[config.mk]
export PLATFORM = sky130hd
export DESIGN_NAME = led_trail_pwm_flat
export DESIGN_NICKNAME = d
export VERILOG_FILES = /design/src/rtl/led_trail_pwm_if.sv /design/src/rtl/led_trail_pwm.sv /design/src/flat_wrapper.sv
export SDC_FILE = /design/constraint.sdc
export NUM_CORES = 1
export LEC_CHECK = 0
export CAP_MARGIN = 25
export CORE_MARGIN = 1.5
export CORE_UTILIZATION = 45
export CTS_CLUSTER_SIZE = 8
export DETAILED_ROUTE_END_ITERATION = 12
export HOLD_SLACK_MARGIN = 0.08
export PLACE_DENSITY = 0.59
export SYNTH_ARGS = -nofsm -noshare
export SYNTH_HDL_FRONTEND = slang
export SYNTH_SLANG_ARGS = --single-unit
[constraint.sdc]
create_clock -name clk_50m -period 6.15 [get_ports clk_50m]
set_input_delay 1.23 -clock clk_50m [delete_from_list [all_inputs] [get_ports clk_50m]]
set_output_delay 1.23 -clock clk_50m [all_outputs]
set_load 0.02 [all_outputs]
[src/rtl/led_trail_pwm_if.sv]
`default_nettype none
// ============================================================================
//  Module   : led_trail_pwm_if
//  Purpose  : LED pattern in / PWM drive out bundle for led_trail_pwm.
//  Revision : 1.0  initial release
// ============================================================================
interface led_trail_pwm_if;
    logic [7:0] led_in;
    logic [7:0] led_out;
    logic       pwm_sync;

    modport master (
        output led_in,
        input  led_out,
        input  pwm_sync
    );

    modport slave (
        input  led_in,
        output led_out,
        output pwm_sync
    );
endinterface
`default_nettype wire

[src/rtl/led_trail_pwm.sv]
`default_nettype none
// ============================================================================
//  Module   : led_trail_pwm
//  Purpose  : Per-channel PWM LED driver with linear "comet tail" fade-out.
//             Optional gamma duty mapping via macro LED_TRAIL_GAMMA_EN.
//  Revision : 1.0  initial release
// ============================================================================
module led_trail_pwm #(
    parameter int DECAY_DIV  = 195312,
    parameter int DECAY_STEP = 16
) (
    input  wire logic      clk_50m,
    input  wire logic      rst,
    led_trail_pwm_if.slave bus
);

    localparam int         c_PRE_W    = (DECAY_DIV > 1) ? $clog2(DECAY_DIV) : 1;
    localparam logic [7:0] c_STEP     = 8'(DECAY_STEP);
    localparam logic [7:0] c_PWM_LAST = 8'd254;
    localparam logic [7:0] c_FULL     = 8'hFF;

    logic [7:0]         r_s1;
    logic [7:0]         r_s2;
    logic [c_PRE_W-1:0] r_pre_cnt;
    logic               w_decay_tick;
    logic [7:0]         r_pwm_cnt;
    logic               w_shadow_load;
    logic [7:0]         r_level     [8];
    logic [7:0]         r_duty      [8];
    logic [7:0]         w_duty_next [8];
    logic [7:0]         r_led_out;
    logic               r_pwm_sync;

    // led_in comes from a derived clock domain: two-flop synchronizer per bit
    always_ff @(posedge clk_50m or posedge rst) begin
        if (rst) begin
            r_s1 <= 8'h00;
            r_s2 <= 8'h00;
        end else begin
            r_s1 <= bus.led_in;
            r_s2 <= r_s1;
        end
    end

    assign w_decay_tick = (r_pre_cnt == c_PRE_W'(DECAY_DIV - 1));

    always_ff @(posedge clk_50m or posedge rst) begin
        if (rst) begin
            r_pre_cnt <= '0;
        end else if (w_decay_tick) begin
            r_pre_cnt <= '0;
        end else begin
            r_pre_cnt <= r_pre_cnt + c_PRE_W'(1);
        end
    end

    // 255-cycle period so that duty 255 yields a constantly-lit output
    assign w_shadow_load = (r_pwm_cnt == c_PWM_LAST);

    always_ff @(posedge clk_50m or posedge rst) begin
        if (rst) begin
            r_pwm_cnt <= 8'h00;
        end else if (w_shadow_load) begin
            r_pwm_cnt <= 8'h00;
        end else begin
            r_pwm_cnt <= r_pwm_cnt + 8'd1;
        end
    end

    // A set input always wins over a decay step landing on the same cycle
    always_ff @(posedge clk_50m or posedge rst) begin
        if (rst) begin
            for (int i = 0; i < 8; i++) begin
                r_level[i] <= 8'h00;
            end
        end else begin
            for (int i = 0; i < 8; i++) begin
                if (r_s2[i]) begin
                    r_level[i] <= c_FULL;
                end else if (w_decay_tick) begin
                    r_level[i] <= (r_level[i] > c_STEP) ? (r_level[i] - c_STEP) : 8'h00;
                end
            end
        end
    end

    for (genvar gi = 0; gi < 8; gi++) begin : g_chan
`ifdef LED_TRAIL_GAMMA_EN
        logic [15:0] w_sq;
        assign w_sq            = 16'(r_level[gi]) * 16'(r_level[gi]) + 16'd255;
        assign w_duty_next[gi] = 8'(w_sq >> 8);
`else
        assign w_duty_next[gi] = r_level[gi];
`endif
    end

    // Duty only changes at the period boundary, keeping every pulse whole
    always_ff @(posedge clk_50m or posedge rst) begin
        if (rst) begin
            for (int i = 0; i < 8; i++) begin
                r_duty[i] <= 8'h00;
            end
            r_pwm_sync <= 1'b0;
        end else begin
            if (w_shadow_load) begin
                for (int i = 0; i < 8; i++) begin
                    r_duty[i] <= w_duty_next[i];
                end
            end
            r_pwm_sync <= w_shadow_load;
        end
    end

    always_ff @(posedge clk_50m or posedge rst) begin
        if (rst) begin
            r_led_out <= 8'h00;
        end else begin
            for (int i = 0; i < 8; i++) begin
                r_led_out[i] <= (r_pwm_cnt < r_duty[i]);
            end
        end
    end

    assign bus.led_out  = r_led_out;
    assign bus.pwm_sync = r_pwm_sync;

endmodule
`default_nettype wire

[src/flat_wrapper.sv]
// flat-port wrapper written by rule: the top's interface ports become plain ports
module led_trail_pwm_flat 
#(
    parameter int DECAY_DIV  = 195312,
    parameter int DECAY_STEP = 16
)
  (clk_50m, rst, bus_led_in, bus_led_out, bus_pwm_sync);
  led_trail_pwm_if bus_i ();
  input  wire logic clk_50m;
  input  wire logic rst;
  input wire logic [$bits(bus_i.led_in)-1:0] bus_led_in;
  output wire logic [$bits(bus_i.led_out)-1:0] bus_led_out;
  output wire logic [$bits(bus_i.pwm_sync)-1:0] bus_pwm_sync;
  assign bus_i.led_in = bus_led_in;
  assign bus_led_out = bus_i.led_out;
  assign bus_pwm_sync = bus_i.pwm_sync;
  led_trail_pwm #(.DECAY_DIV(DECAY_DIV), .DECAY_STEP(DECAY_STEP)) u_core (.clk_50m(clk_50m), .rst(rst), .bus(bus_i));
endmodule
### Word-level counts from Yosys, hierarchy flattened

Index checks and enable logic that the tools add are counted.

| word-level totals | value |
|---|---|
| RAM bits | 0 |
| bits of input ports | 10 |
| memories kept | 0 |
| bits in read-only memories | 0 |
| logic and storage cells | 84 |
| latch bits | 0 |
| register bits after elaboration | 179 |
| output and inout bits | 9 |

| cells by class | value |
|---|---|
| $mul | 0 |
| equal/unequal tests | 2 |
| bitwise logic cells | 0 |
| shift-type cells | 0 |
| order comparisons | 16 |
| div/mod/pow operators | 0 |
| reductions and logical operators | 8 |
| add/sub/neg operators | 10 |
| multiplexer cells | 26 |

Operator list:

| operator | count |
|---|---|
| $mux 8 | 25 |
| $gt 8x5->1 const B | 8 |
| $lt 8x8->1 | 8 |
| $sub 8x5->8 const B | 8 |
| $add 18x1->18 const B | 1 |
| $eq 18x18->1 const B | 1 |
| $mux 18 | 1 |
| $reduce_bool 2->1 | 8 |
| $add 8x1->8 const B | 1 |
| $eq 8x8->1 const B | 1 |

### Depth between registers and ports, before layout

Gate-level depths: netlist (run 1).

| logic depth | value |
|---|---|
| depth after elaboration | 4 |
| gate-level depth with buffers | 9 |
| gate-level depth less buffers | 6 |

### Least setup slack after synthesis (run 1)

Ideal clock, no wire load.

| timing | value |
|---|---|
| kind | flip-flop to flip-flop |
| from | reg u_core.r_pre_cnt[0] |
| to | reg u_core.r_level[53] (netlist bit) |
| setup time | 0.126 ns |
| data arrival time | 1.714 ns |
| period minus slack after synthesis | 1.840 ns |
| cell stages (with the launch flop) | 8 |
| buffers on the path | 2 |
| slack | 4.310 ns |
| data required time | 6.024 ns |
| cells stage by stage | dfrtp_1 ha_1 and3_4 and4b_1 buf_6 and2_4 buf_6 a311o_1 |

| between the ends | value |
|---|---|
| longest elaborated chain between the ends | 2 |

RTL lines:

| element | line | source |
|---|---|---|
| from (decl) | led_trail_pwm.sv:24 | `logic [c_PRE_W-1:0] r_pre_cnt;` |
| from (signal assigned) | led_trail_pwm.sv:53 | `r_pre_cnt <= r_pre_cnt + c_PRE_W'(1);` |
| $eq 18x18->1 | led_trail_pwm.sv:45 | `assign w_decay_tick = (r_pre_cnt == c_PRE_W'(DECAY_DIV - 1));` |
| $reduce_bool 2->1 (no line) | -- |  |
| to (signal, indexed assignment) | led_trail_pwm.sv:79 | `r_level[i] <= c_FULL;` |
| to (signal, indexed assignment) | led_trail_pwm.sv:81 | `r_level[i] <= (r_level[i] > c_STEP) ? (r_level[i] - c_STEP) : 8'h00;` |
| to (decl) | led_trail_pwm.sv:28 | `logic [7:0] r_level [8];` |

Every way passes these cells.
A chain may end at the register's enable or synchronous reset.

### Worst setup path in the final report (run 1)

| timing | value |
|---|---|
| from | reg u_core.r_led_out[3], in the netlist u_core.bus.led_out[3] |
| to | out bus_led_out[3] |

RTL lines:

| element | line | source |
|---|---|---|
| from (decl) | led_trail_pwm.sv:31 | `logic [7:0] r_led_out;` |
| from (signal, indexed assignment) | led_trail_pwm.sv:119 | `r_led_out[i] <= (r_pwm_cnt < r_duty[i]);` |
| to (decl) | flat_wrapper.sv:12 | `output wire logic [$bits(bus_i.led_out)-1:0] bus_led_out;` |

No word-level cell between the ends.

==> results of run 1 <==
[state kept, by name (all words and copies together), names as in the netlist]
signal               cells
u_core.r_level          40
u_core.r_pwm_cnt         8
u_core.r_s1              8
u_core.bus.led_out       8
u_core.r_pre_cnt        18
u_core.bus.pwm_sync      1
u_core.r_s2              8
u_core.r_duty           40
[metrics by stage]
step	power (mW)	area (µm²)	worst slack (ns)	utilization, %
floorplan	0.901	6930	1.42	-
CTS	1.91	7820	3.38	51.6
detailed placement	0.915	7230	3.14	47.7
global route	1.95	7840	3.43	51.8
finish	1.88	7840	3.53	51.8
global placement	0.914	7230	3.16	47.7
[kinds of logic (layout without fill, tap and decap cells)]
kind of cell	count (synthesis)	after routing
adders and majority gates	75	75
xor gates and xnor gates	16	16
DFF	131	131
and+or+nand+nor	198	198
buffers and inverters	105	136
AOI/OAI and AO/OA	176	176
[power breakdown]
group	switching, mW	leakage [nW]	internal, mW
clock network	0.346	0.293	0.639
logic	0.0176	1.55	0.00696
registers	0.00566	1.56	0.868
[cells in the mapped netlist, types with 7 or more instances]
cell type,count
dfrtp_1,131
inv_1,82
ha_1,75
o21ai_0,62
nand2_1,54
nor2_1,52
a21oi_1,30
a311o_1,19
a31oi_1,19
nor3_1,18
a21o_1,17
nand4_1,13
clkbuf_1,11
xnor2_1,11
and3_1,10
nand3_1,10
nand2b_1,9
nor2b_1,9
a41oi_1,8
a221oi_1,7
nor4_1,7
[layer usage]
layer,vias up,GRT usage (%)
met2,103,32.8
met5,-,0
met4,0,6.89
met1,2514,26.6
li1,2519,-
met3,16,3.60
[cell type report]
class / instances / share of cell area, %
Clock buffer: 28 / 6.97
Clock inverter: 3 / 0.511
Inverter: 82 / 3.99
Multi-Input combinational cell: 465 / 40.8
Sequential cell: 131 / 41.8
Tap cell: 188 / 3.00
Timing Repair Buffer: 23 / 2.87
[layout by cell type (no fill, tap or decap), types with 11 or more instances in the layout]
cell / n
nor2_1: 51
a311o_1: 19
ha_1: 75
inv_1: 81
nand4_1: 13
o21ai_0: 62
nor3_1: 18
nand2_1: 54
a21oi_1: 30
xnor2_1: 11
clkdlybuf4s50_1: 18
a21o_1: 17
dfrtp_1: 131
clkbuf_16: 17
a31oi_1: 19
[path summary, 6_finish.rpt]
check                                      startpoint               endpoint  slack, ns
worst min-delay path                   u_core.r_s1[0]         u_core.r_s2[0]       0.35
worst max register to register    u_core.r_pre_cnt[0]     u_core.r_level[46]       3.70
worst max-delay path            u_core.bus.led_out[3]         bus_led_out[3]       3.53
worst min register to register         u_core.r_s1[0]         u_core.r_s2[0]       0.35
max in group asynchronous                         rst     u_core.r_level[60]       3.70
min in group asynchronous                         rst  u_core.bus.led_out[7]       1.31
==> impl_metrics.yaml, run 1 <==
drt:
  drt-wirelength-per-cell_um: 15.9
  wl_um: 14700
  vias: 5152
  dr.max_layer_used: "met4"
  detail-route-antenna-nets: 0
  drt_first_pass_iters: 5
  wl_met3_um: 511
  via_per_inst: 5.60
  drt_iter0_drc: 286
  drc: 0
  met1Wirelength_um: 6950
  dr_wl_met2_um: 6990
synth:
  synth_compound_area_share_pct: 16.5
  synth_edf_count: 0
  synth_fa_ha_area_share_pct: 13.5
  yosys.cell_types.count: 46
  synth_ff_type: "dfrtp_1"
  synth.ff_latch_count: 131
  synth_xor_xnor_area_share_pct: 2.02
  synth_top_area_cell: "dfrtp_1"
  syn_area_per_cell_um2: 9.89
  synth_area_leaders: "dfrtp_1 47%, ha_1 14%, o21ai_0 4.5%"
  synth_top_family_by_area: "compound AO/OA/AOI/OAI gates"
  ys_async_sr_fraction_pct: 100
  syn-instance-count: 701
  syn_area_um2: 6930
  yosys_warnings: 0
  ys_seq_area_share_pct: 47.3
  synth_top_area_share_pct: 47.3
  yosys.area_share.simple_pct: 14.1
  synth_fp_nets: 786
  synth_mux_area_share_pct: 0
setup_path:
  cp.depth: 1
  cp.required_ns: 4.92
  crit_arrival_ns: 1.39
  critical_path.max_stage_delay_ns: 0.62
  critical_path_class: "reg2out"
  path_buf_inv: 1
  endpoint_kind: "output port"
  cp_cell_sequence: "clkdlybuf4s50_1"
  startpoint_type: "flop"
  ff2ff_path_depth: 6
  critPathMaxFanout: 1
  critPathTopFamily: "buffers and inverters"
  slowest_stage: "clkdlybuf4s50_1"
timing:
  setup_viol: 0
  slew_headroom_pct: 39.1
  fin_crit_ns: 2.62
  hold_viol_final: 0
  grt_setup_unrepaired: "no"
  fin_skew_ns: 0.00508
  holdWs_ns: 0.346
  post-route-period-util_pct: 42.6
  drv_slew: 0
  setup_tns_ns: 0
  max_freq_ghz: 0.382
  worst_slew_pin_slew_ns: 0.913
worst_hold_path:
  hold_path_class: "reg2reg"
  whs_path_depth: 0
placement:
  dp_cells: 887
  dpl.hpwl_um: 9560
  port_buffers: 18
  place.gp.congestion: 0.776
cells_and_area:
  drive_above_1_share_pct: 6.15
  multi_input_area_um2: 3200
  final.fill_count: 1361
  diodes: 0
  seq_area_um2: 3280
  final_cells: 920
  fin_nets: 805
  area_growth_syn_to_layout_pct: 13.1
outcome:
  outcome: "finished clean"
power_and_ir_drop:
  p_per_area_nw_per_um2: 240
  p_leak_nw: 3.40
  vdd_drop_max_mv: 0.163
grt:
  antenna_found_initial: 0
  grt_max_degree: 80
  grt_usage_pct: 19.9
  grt_pass1_wl_um: 25300
  grt.overflow.total: 0
  grt_pass1_vias: 5173
clock_network:
  cts_sinks: 131
  max-clock-path-buffers: 2
  cts_max_level: 4
  cts_tree: "built"
  path_clk_slew_ns: 0.05
  cts-root-buf: "clkbuf_16"
  insertion_delay_ns: 0.41
  cts_made_buffers: 17
  cts_setup_buffers: 0
  cts_resized: 0
  hold_buffers: 0
die:
  ios: 19
  rows: 45
  die_w_um: 127
  core-area_um2: 15100
  start_util_pct: 45.8
  fp.dieH_um: 127
  die_area_um2: 16200
flow_run:
  drv_cap: 0
Power figures use the tool's default switching activity.
==> inputs of run 2 (changes only) <==
==> constraint.sdc (replaced) <==
create_clock -name clk_50m -period 2.5 [get_ports clk_50m]
set_input_delay 0.5 -clock clk_50m [delete_from_list [all_inputs] [get_ports clk_50m]]
set_output_delay 0.5 -clock clk_50m [all_outputs]
set_load 0.02 [all_outputs]
==> impl_metrics.yaml, run 2 (same netlist as run 1, synthesis figures left out) <==
timing:
  grt_setup_unrepaired: "no"
  max_freq_ghz: 0.476
  worst_slew_pin_slew_ns: 0.872
  setup_viol: 0
  fin_crit_ns: 2.10
  holdWs_ns: 0.345
  post-route-period-util_pct: 84.0
  drv_slew: 0
  slew_headroom_pct: 41.9
  setup_tns_ns: 0
  fin_skew_ns: 0.00761
  hold_viol_final: 0
drt:
  drt-wirelength-per-cell_um: 16.2
  drt_iter0_drc: 337
  vias: 5121
  wl_um: 15100
  via_per_inst: 5.50
  detail-route-antenna-nets: 0
  drt_first_pass_iters: 4
  drc: 0
setup_path:
  slowest_stage: "and2_4"
  ff2ff_path_depth: 5
  cp.required_ns: 2.85
  critPathMaxFanout: 39
  critical_path.max_stage_delay_ns: 0.50
  startpoint_type: "flop"
  critical_path_class: "reg2reg"
  cp_cell_sequence: "ha_1, and3_4, and4b_1, and2_4, a311o_1"
  endpoint_kind: "flop"
  crit_arrival_ns: 2.45
cells_and_area:
  layout_commonest_cell: "dfrtp_1"
  mostFrequentLayoutCells: "131 x dfrtp_1, 81 x inv_1, 75 x ha_1"
  fin_nets: 816
  reg.largest.list: "u_core.r_duty (40), u_core.r_level (40), u_core.r_pre_cnt (18)"
  drive_above_1_share_pct: 7.13
  diodes: 0
  area_growth_syn_to_layout_pct: 14.4
  final_core_util_pct: 52.4
die:
  start_util_pct: 45.8
  die_w_um: 127
  rows: 45
  die_area_um2: 16200
  core-area_um2: 15100
  fp.dieH_um: 127
  ios: 19
clock_network:
  hold_buffers: 0
  path_clk_slew_ns: 0.05
  cts_tree: "built"
  cts_resized: 0
  cts_made_buffers: 17
  cts_setup_buffers: 0
  cts_max_level: 4
  insertion_delay_ns: 0.42
  max-clock-path-buffers: 2
  cts-root-buf: "clkbuf_16"
  cts_sinks: 131
grt:
  grt.overflow.total: 0
  antenna_found_initial: 0
  grt_usage_pct: 20.7
  grt_pass1_wl_um: 26100
  grt_pass1_vias: 5236
  grt_max_degree: 69
placement:
  dpl.hpwl_um: 10200
  port_buffers: 18
  place.gp.congestion: 0.846
outcome:
  outcome: "finished clean"
worst_hold_path:
  whs_path_depth: 0
  hold_path_class: "reg2reg"
power_and_ir_drop:
  p_total_mw: 4.62
  vdd_drop_max_mv: 0.444
  p_leak_nw: 3.45
  p_per_area_nw_per_um2: 582
flow_run:
  drv_cap: 0
[run 2: cell count changes in the layout (fill, tap and decap cells not counted)]
| cell | delta |
|---|---|
| bufinv_16 | +1 |
| clkbuf_1 | +3 |
| clkinv_2 | +1 |
| clkbuf_8 | -5 |
| buf_4 | +9 |
| buf_8 | -1 |
| clkinvlp_4 | +1 |
| inv_6 | -1 |
| buf_12 | +3 |
[run 2: worst max-delay path: cells and delay by family (launching register included)]
family,cells,cell delay [ns]
DFF,1,0.37
AOI/OAI and AO/OA,1,0.24
and+or+nand+nor,3,1.21
adders and majority gates,1,0.22
[run 2: path summary, 6_finish.rpt]
check / start / to / slack (ns)
worst min-delay path: u_core.r_s1[5] / u_core.r_s2[5] / 0.34
worst max-delay path: u_core.r_pre_cnt[0] / u_core.r_level[37] / 0.40
worst max register to register: u_core.r_pre_cnt[0] / u_core.r_level[37] / 0.40
worst min register to register: u_core.r_s1[5] / u_core.r_s2[5] / 0.34
max in group asynchronous: rst / u_core.r_pre_cnt[12] / 1.63
min in group asynchronous: rst / u_core.bus.led_out[7] / 0.54
[run 2: where the power goes]
| part | internal [mW] | switching [mW] |
|---|---|---|
| Combinational | 0.0225 | 0.0448 |
| Sequential | 2.14 | 0.0143 |
| Clock | 1.54 | 0.865 |
[run 2: cell type report]
cell class / instances / area (µm²)
Tap cell: 188 / 235
Inverter: 82 / 312
Clock buffer: 26 / 489
Sequential cell: 131 / 3280
Multi-Input combinational cell: 465 / 3200
Clock inverter: 5 / 75.1
Fill cell: 1375 / 7220
Timing Repair Buffer: 34 / 338
[run 2: per-stage QoR]
| step | instance area, µm² | setup slack [ns] | cells |
|---|---|---|---|
| 2_1_floorplan | 6940 | 0.377 | 701 |
| 3_3_place_gp | 7370 | 0.446 | 900 |
| 3_5_place_dp | 7370 | 0.384 | 900 |
| 4_1_cts | 7930 | 0.371 | 931 |
| 5_1_grt | 7930 | 0.254 | 931 |
| 6_report | 7930 | 0.399 | 931 |
[run 2: layer usage]
| metal | GRT usage, % | part of all wire [%] | vias to the layer above |
|---|---|---|---|
| met2 | 32.4 | 46 | 88 |
| li1 | - | - | 2536 |
| met3 | 3.64 | 3.8 | 9 |
| met5 | 0 | 0 | - |
| met1 | 28.9 | 49 | 2488 |
| met4 | 7.62 | 0.90 | 0 |
==> inputs of run 3 (changes only) <==
--- a/config.mk
+++ b/config.mk
@@ -11,7 +11,7 @@
 export CTS_CLUSTER_SIZE = 8
 export DETAILED_ROUTE_END_ITERATION = 12
 export HOLD_SLACK_MARGIN = 0.08
-export PLACE_DENSITY = 0.59
+export PLACE_DENSITY = 0.62
 export SYNTH_ARGS = -nofsm -noshare
 export SYNTH_HDL_FRONTEND = slang
 export SYNTH_SLANG_ARGS = --single-unit
==> constraint.sdc (replaced) <==
create_clock -name clk_50m -period 1.8 [get_ports clk_50m]
set_input_delay 0.36 -clock clk_50m [delete_from_list [all_inputs] [get_ports clk_50m]]
set_output_delay 0.36 -clock clk_50m [all_outputs]
set_load 0.02 [all_outputs]
==> impl_metrics.yaml, run 3 (same netlist as run 1, synthesis figures left out) <==
grt:
  grt.overflow.total: 0
  grt_usage_pct: 20.0
  antenna_found_initial: 0
  grt_max_degree: 55
  grt_pass1_vias: 5232
  grt_pass1_wl_um: 25700
setup_path:
  startpoint_type: "flop"
  r2r_setup_slack_ns: -0.003
  critPathTopFamily: "simple AND/OR/NAND/NOR gates"
  critPathMaxFanout: 28
  crit_arrival_ns: 2.10
  ff2ff_path_depth: 5
  reg2reg_to: "u_core.r_level[53]"
  cp_cell_sequence: "ha_2, and3_4, and4b_2, and2_4, a311o_1"
  r2r_start: "u_core.r_pre_cnt[0]"
  critical_path.max_stage_delay_ns: 0.39
  cp.depth: 5
  cp.required_ns: 2.09
  critical_path_class: "reg2reg"
  path_buf_inv: 0
  slowest_stage: "dfrtp_1"
  startpoint: "u_core.r_pre_cnt[0]"
  endpoint_kind: "flop"
clock_network:
  hold_buffers: 0
  cts_setup_buffers: 0
  path_clk_slew_ns: 0.05
  cts_sinks: 131
  cts_max_level: 4
  max-clock-path-buffers: 2
  insertion_delay_ns: 0.41
  cts_made_buffers: 17
  cts-root-buf: "clkbuf_16"
  cts_tree: "built"
cells_and_area:
  reg.largest.list: "u_core.r_duty (40), u_core.r_level (40), u_core.r_pre_cnt (18)"
  fin_area_um2: 8220
  final_core_util_pct: 54.3
  diodes: 0
  mostFrequentLayoutCells: "130 x dfrtp_1, 81 x inv_1, 74 x ha_1"
  area_growth_syn_to_layout_pct: 18.6
  final_cells: 947
  drive_above_1_share_pct: 10.5
  layout_commonest_cell: "dfrtp_1"
  fin_nets: 831
timing:
  max_freq_ghz: 0.555
  fin_ws_ns: -0.00266
  grt_setup_unrepaired: "yes"
  worst_slew_pin_slew_ns: 0.462
  fin_skew_ns: 0.00741
  setup_viol: 1
  slew_headroom_pct: 68.9
  hold_viol_final: 0
  post-route-period-util_pct: 100
  fin_crit_ns: 1.80
  drv_slew: 0
drt:
  via_per_inst: 5.49
  wl_um: 14800
  drt_iter0_drc: 277
  detail-route-antenna-nets: 0
  drc: 0
  vias: 5198
  drt_first_pass_iters: 5
  drt-wirelength-per-cell_um: 15.6
placement:
  dpl.hpwl_um: 10500
  pre_cts_ws_ns: -0.0214
  place.gp.congestion: 0.827
  postPlaceCellArea_um2: 7540
  port_buffers: 18
  dp_cells: 915
power_and_ir_drop:
  p_per_area_nw_per_um2: 826
  p_leak_nw: 3.57
  vdd_drop_max_mv: 0.598
  p_total_mw: 6.79
outcome:
  outcome: "finished with violations"
  failed_checks: "negative setup slack"
die:
  rows: 45
  die_w_um: 127
  ios: 19
  core-area_um2: 15100
  start_util_pct: 45.8
  fp.dieH_um: 127
  die_area_um2: 16200
flow_run:
  drv_cap: 0
worst_hold_path:
  hold_path_class: "in2async"
-- run 3: cell count changes in the layout (fill, tap and decap cells not counted), moves of 2 or more --
cell	change
buf_4	+7
bufinv_16	+2
buf_6	+2
a221oi_1	-4
clkinvlp_4	+2
clkbuf_1	-4
buf_12	+5
a221oi_2	+4
-- run 3: power by group --
part           switching (mW)  total [mW]  internal [mW]  leakage (nW)
registers              0.0196        2.98           2.97          1.55
logic                  0.0639       0.101         0.0368          1.71
clock network            1.25        3.70           2.46         0.309
total                    1.33        6.79           5.46          3.57
-- run 3: layout make-up --
class,instances,area (µm²)
Clock buffer,23,488
Clock inverter,9,150
Inverter,82,312
Tap cell,188,235
Fill cell,1322,6920
Sequential cell,131,3280
Timing Repair Buffer,49,528
Multi-Input combinational cell,465,3230
-- run 3: layer usage --
layer	share of wire [%]	vias to the layer above	track usage (%)	wire length (µm)
li1	-	2570	-	-
met5	0	-	0	0
met1	49	2529	27.5	7240
met4	1.4	0	7.15	204
met2	47	81	32.1	6930
met3	2.7	18	3.22	405
-- run 3: what timing repair did --
| item | CTS | global route |
|---|---|---|
| pin swaps | 0 | 5 |
| hold endpoints to repair | 0 | 0 |
| setup endpoints to repair | 16 | 39 |
| resized for setup | 2 | 9 |
-- run 3: worst max path at each step --
stage	end	slack (ns)
5_1_grt	u_core.r_level[6]	-0.07
3_5_place_dp	u_core.r_pre_cnt[11]	-0.02
6_report	u_core.r_level[53]	-0.003
4_1_cts	u_core.r_level[46]	-0.007
3_3_place_gp	u_core.r_pre_cnt[5]	0.01
2_1_floorplan	u_core.bus.led_out[0]	-0.18
-- run 3: stage by stage --
| step | hold slack, ns | TNS [ns] |
|---|---|---|
| finish | 0.238 | -0.00266 |
| global route | 0.230 | -1.11 |
| CTS | 0.226 | -0.00711 |
| detailed placement | 0.337 | -0.143 |
| global placement | 0.333 | 0 |
| floorplan | 0.331 | -24.00 |
-- run 3: worst reg2reg max path, stage by stage (launching register included) --
cell	delay, ns
dfrtp_1	0.39
ha_2	0.18
and3_4	0.20
and4b_2	0.26
and2_4	0.27
a311o_1	0.39
